[src/rtl/shifter_and_rotator.sv]
// Single-position shifter/rotator with a registered result.
// select[0] picks direction (0 = left, 1 = right), select[1] picks kind (0 = shift, 1 = rotate).
// Shifts insert FILL_LEFT at the LSB (left) or FILL_RIGHT at the MSB (right).
// Optional feature macro: SAR_ZERO_FLAG_EN adds a registered result-is-zero flag on port zero.
`timescale 1ns / 1ps

module shifter_and_rotator #(
  parameter int unsigned WIDTH      = 8,
  parameter logic        FILL_LEFT  = 1'b0,
  parameter logic        FILL_RIGHT = 1'b1
) (
  input  logic             clk,
  input  logic             rst,
  input  logic [WIDTH-1:0] x,
  input  logic [1:0]       select,
`ifdef SAR_ZERO_FLAG_EN
  output logic             zero,
`endif
  output logic [WIDTH-1:0] y
);

  localparam logic [1:0] SelShl = 2'b00;
  localparam logic [1:0] SelShr = 2'b01;
  localparam logic [1:0] SelRol = 2'b10;
  localparam logic [1:0] SelRor = 2'b11;

  logic [WIDTH-1:0] y_d, y_q;

  // Next result: one-position permutation of x chosen by select.
  always_comb begin
    y_d = '0;
    unique case (select)
      SelShl:  y_d = {x[WIDTH-2:0], FILL_LEFT};
      SelShr:  y_d = {FILL_RIGHT, x[WIDTH-1:1]};
      SelRol:  y_d = {x[WIDTH-2:0], x[WIDTH-1]};
      SelRor:  y_d = {x[0], x[WIDTH-1:1]};
      default: y_d = '0;
    endcase
  end

  // Result register; reset discards whatever was in flight.
  always_ff @(posedge clk) begin
    if (rst) begin
      y_q <= '0;
    end else begin
      y_q <= y_d;
    end
  end

  assign y = y_q;

`ifdef SAR_ZERO_FLAG_EN
  logic zero_q;

  // Zero flag tracks the value being loaded into y_q, so it stays aligned with y.
  always_ff @(posedge clk) begin
    if (rst) begin
      zero_q <= 1'b1;
    end else begin
      zero_q <= (y_d == '0);
    end
  end

  assign zero = zero_q;
`endif

endmodule

[config.mk]
export PLATFORM = sky130hd
export DESIGN_NAME = shifter_and_rotator
export DESIGN_NICKNAME = d
export VERILOG_FILES = /design/src/rtl/shifter_and_rotator.sv
export SDC_FILE = /design/constraint.sdc
export NUM_CORES = 1
export LEC_CHECK = 0
export CAP_MARGIN = 20
export CORE_AREA = 2 2 39 41
export CTS_BUF_LIST = sky130_fd_sc_hd__clkbuf_8
export DETAILED_ROUTE_END_ITERATION = 8
export DIE_AREA = 0 0 41 43
export GPL_ROUTABILITY_DRIVEN = 0
export GPL_TIMING_DRIVEN = 1
export PLACE_DENSITY = 0.54
export SYNTH_ARGS = -nofsm -noshare
export SYNTH_HDL_FRONTEND = slang
export SYNTH_SLANG_ARGS = --single-unit
[constraint.sdc]
create_clock -name clk -period 0.8 [get_ports clk]
set_clock_uncertainty 0.2 [all_clocks]
set_input_delay 0.12 -clock clk [delete_from_list [all_inputs] [get_ports clk]]
set_output_delay 0.12 -clock clk [all_outputs]
set_load 0.05 [all_outputs]
==> impl_results.md <==
- DRT antenna net count: 0
- Post-synth EDFFs: 0
- CP Capture Type: output pin
- Critical path's top delay family: flip-flops
- Pins over their slew limit: 0
- Tmin final: 1000 ps
- CTS tree: yes
- Cells taking the most area after synthesis: dfxtp_1, mux2i_1, nor2_1, buf_6, a311oi_1
- Yosys cell types: 10
- Max Fclk: 999 MHz
- Maximum vdd drop: 0.702 mV
- CTS Root Cell: clkbuf_8
- Gr ovfl total: 0
- DRT Pass-1 Iters: 2
- Initial antenna violation count: 0
- Diode count: 0
- Port buffer count: 19
- CP startpoint kind: register
- Core area: 1380 µm²
- Synth Flop Type: dfxtp_1
- Crit path capture: y[5]
- Std-Cell Rows: 14
- Avg Vias per Cell: 3.73
- CTS Buf Count: 3
- Fillcell total: 139
- Syn Inst Count: 28
- Syn_area_per_cell: 10.4 µm²
- # setup viols final: 8
- Die height: 43 µm
- Power density cells: 1930 nW/µm²
- Final WL: 545 µm
- CP max stage cell: dfxtp_2
- CP peak stage delay: 330 ps
- Initial DRC Count: 1
- Clock transition at the registers of the reported paths: 40 ps
- Max-cap viol count: 0
- CTS H-Tree Depth: 1
- Final worst path period share: 125%
- Post-detail-place hpwl: 473 µm
- Worst setup startpoint: y[5]
- Synthesis-stage register bit count: 8
- Layout cell share with drive strength beyond 1: 45.1%
- First-pass GRT wire length: 897 µm
- Initial Utilization: 21.0%
- NumNets Final: 65
- Least-Margin Pin Slew: 205 ps
- Final hold viol count: 0
- Synth warn: 0
- I/O Pins: 20
- Clock sink total: 8
- Placed cells: 64
- CP max FO: 1
- Worst setup margin: -201 ps
- Routed wire per std cell: 8.13 µm
- CP arrival: 680 ps
- Violated checks: setup timing
- Synth async-reset ratio: 0%
- Max reg flops: 8
- Status: complete, but fails checks
- Leading area contributor after synthesis: dfxtp_1
- GRT Util Overall: 8.17%
- Clock buffer depth: 2
- Seq/Total Area, Yosys: 55.2%
- Vias in the first global route: 229
- Final core area utilization: 45.5%
- Via count: 250
- Critical-path cell list: buf_12
- Post-Layout Cell Count: 67
- Syn_nets: 40
- Setup CP Type: register to output pin
- Most frequent cell after synthesis: dfxtp_1
- Post-synth top cells: dfxtp_1, nor2_1, mux2i_1
- Leak: 0.295 nW
- Drt drc: 0
- Synth Cell Area: 290 µm²
- Hold crit path type: input pin to register
- Total power: 0.00121 W
- Worst path depth: 1
- Worst Path Required: 480 ps
- Area delta synth->final: 117%
- CP Buf/Inv Count: 1
- Setup Buffers After CTS: 0
- Largest net degree at the start of global routing: 6
- Die span in x: 41 µm
- Rel. slew slack: 86.2%
- Unrepaired setup endpoints after global routing: yes
- Hold WS: 47.8 ps
- Die area: 1760 µm²
- Share of the synthesized area in the top cell type: 55.2%
through the flow:
step	setup TNS [ps]	area, µm²	setup slack, ps
floorplan	0	300	14.9
global placement	-3950	598	-505
detailed placement	-3940	598	-502
finish	-1590	629	-201
global route	-1730	629	-222
CTS	-1660	634	-210
cell type report:
cell class | count | area (µm²) | share of cell area (%)
Timing Repair Buffer | 22 | 283 | 44.9
Sequential cell | 8 | 170 | 27.0
Multi-Input combinational cell | 17 | 111 | 17.7
Clock buffer | 3 | 41.3 | 6.56
Tap cell | 16 | 20.0 | 3.18
Inverter | 1 | 3.75 | 0.596
kinds of logic after synthesis:
family          after synthesis  share of synthesized area, %
simple gates                  9                          12.9
flops                         8                          55.2
mux                           6                          20.7
buf+inv                       3                          6.46
compound gates                2                          4.74
per-layer routing:
metal / track usage (%) / part of all wire (%) / vias up / wire, µm
met5: 0 / 0 / - / 0
met4: 10.0 / 0 / 0 / 0
met3: 3.14 / 6.2 / 0 / 34
met2: 9.06 / 51 / 11 / 279
met1: 10.1 / 42 / 98 / 231
li1: - / - / 141 / -
cells in the final DEF, fill, tap and decap left out:
cell and instances:
nor2_1 7, mux2i_1 6, dfxtp_2 8, nand2_1 1, buf_4 1, a21oi_1 1, clkbuf_2 1, inv_1 1
dlygate4sd2_1 10, buf_12 8, nand3b_1 1, buf_6 2, clkbuf_8 3, a311oi_1 1
repair_timing:
action	in CTS	in global routing
endpoints found under the setup margin	16	16
gates resized for setup	14	1
pin swaps	2	0
hold endpoints to repair	0	0
hold buffers	0	0
report_power, final:
group | switching (W) | leakage (nW) | internal (W) | total, W
Clock | 0.000131 | 0.0216 | 0.000323 | 0.000455
Sequential | 0.0000201 | 0.0688 | 0.000434 | 0.000454
Combinational | 0.000145 | 0.204 | 0.000161 | 0.000305
Total | 0.000296 | 0.295 | 0.000918 | 0.00121
worst min-delay path by stage:
stage / slack (ps) / endpoint / start / cells past startpoint
after floorplan: 30 / y[7] / select[1] / 1
after global placement: 360 / y[7] / y[7] / 1
after detailed placement: 360 / y[1] / y[1] / 1
after CTS: 50 / y[7] / select[1] / 2
after global routing: 60 / y[7] / select[1] / 2
final: 50 / y[7] / select[0] / 3
Note: power is estimated with default switching activity, not from simulation.
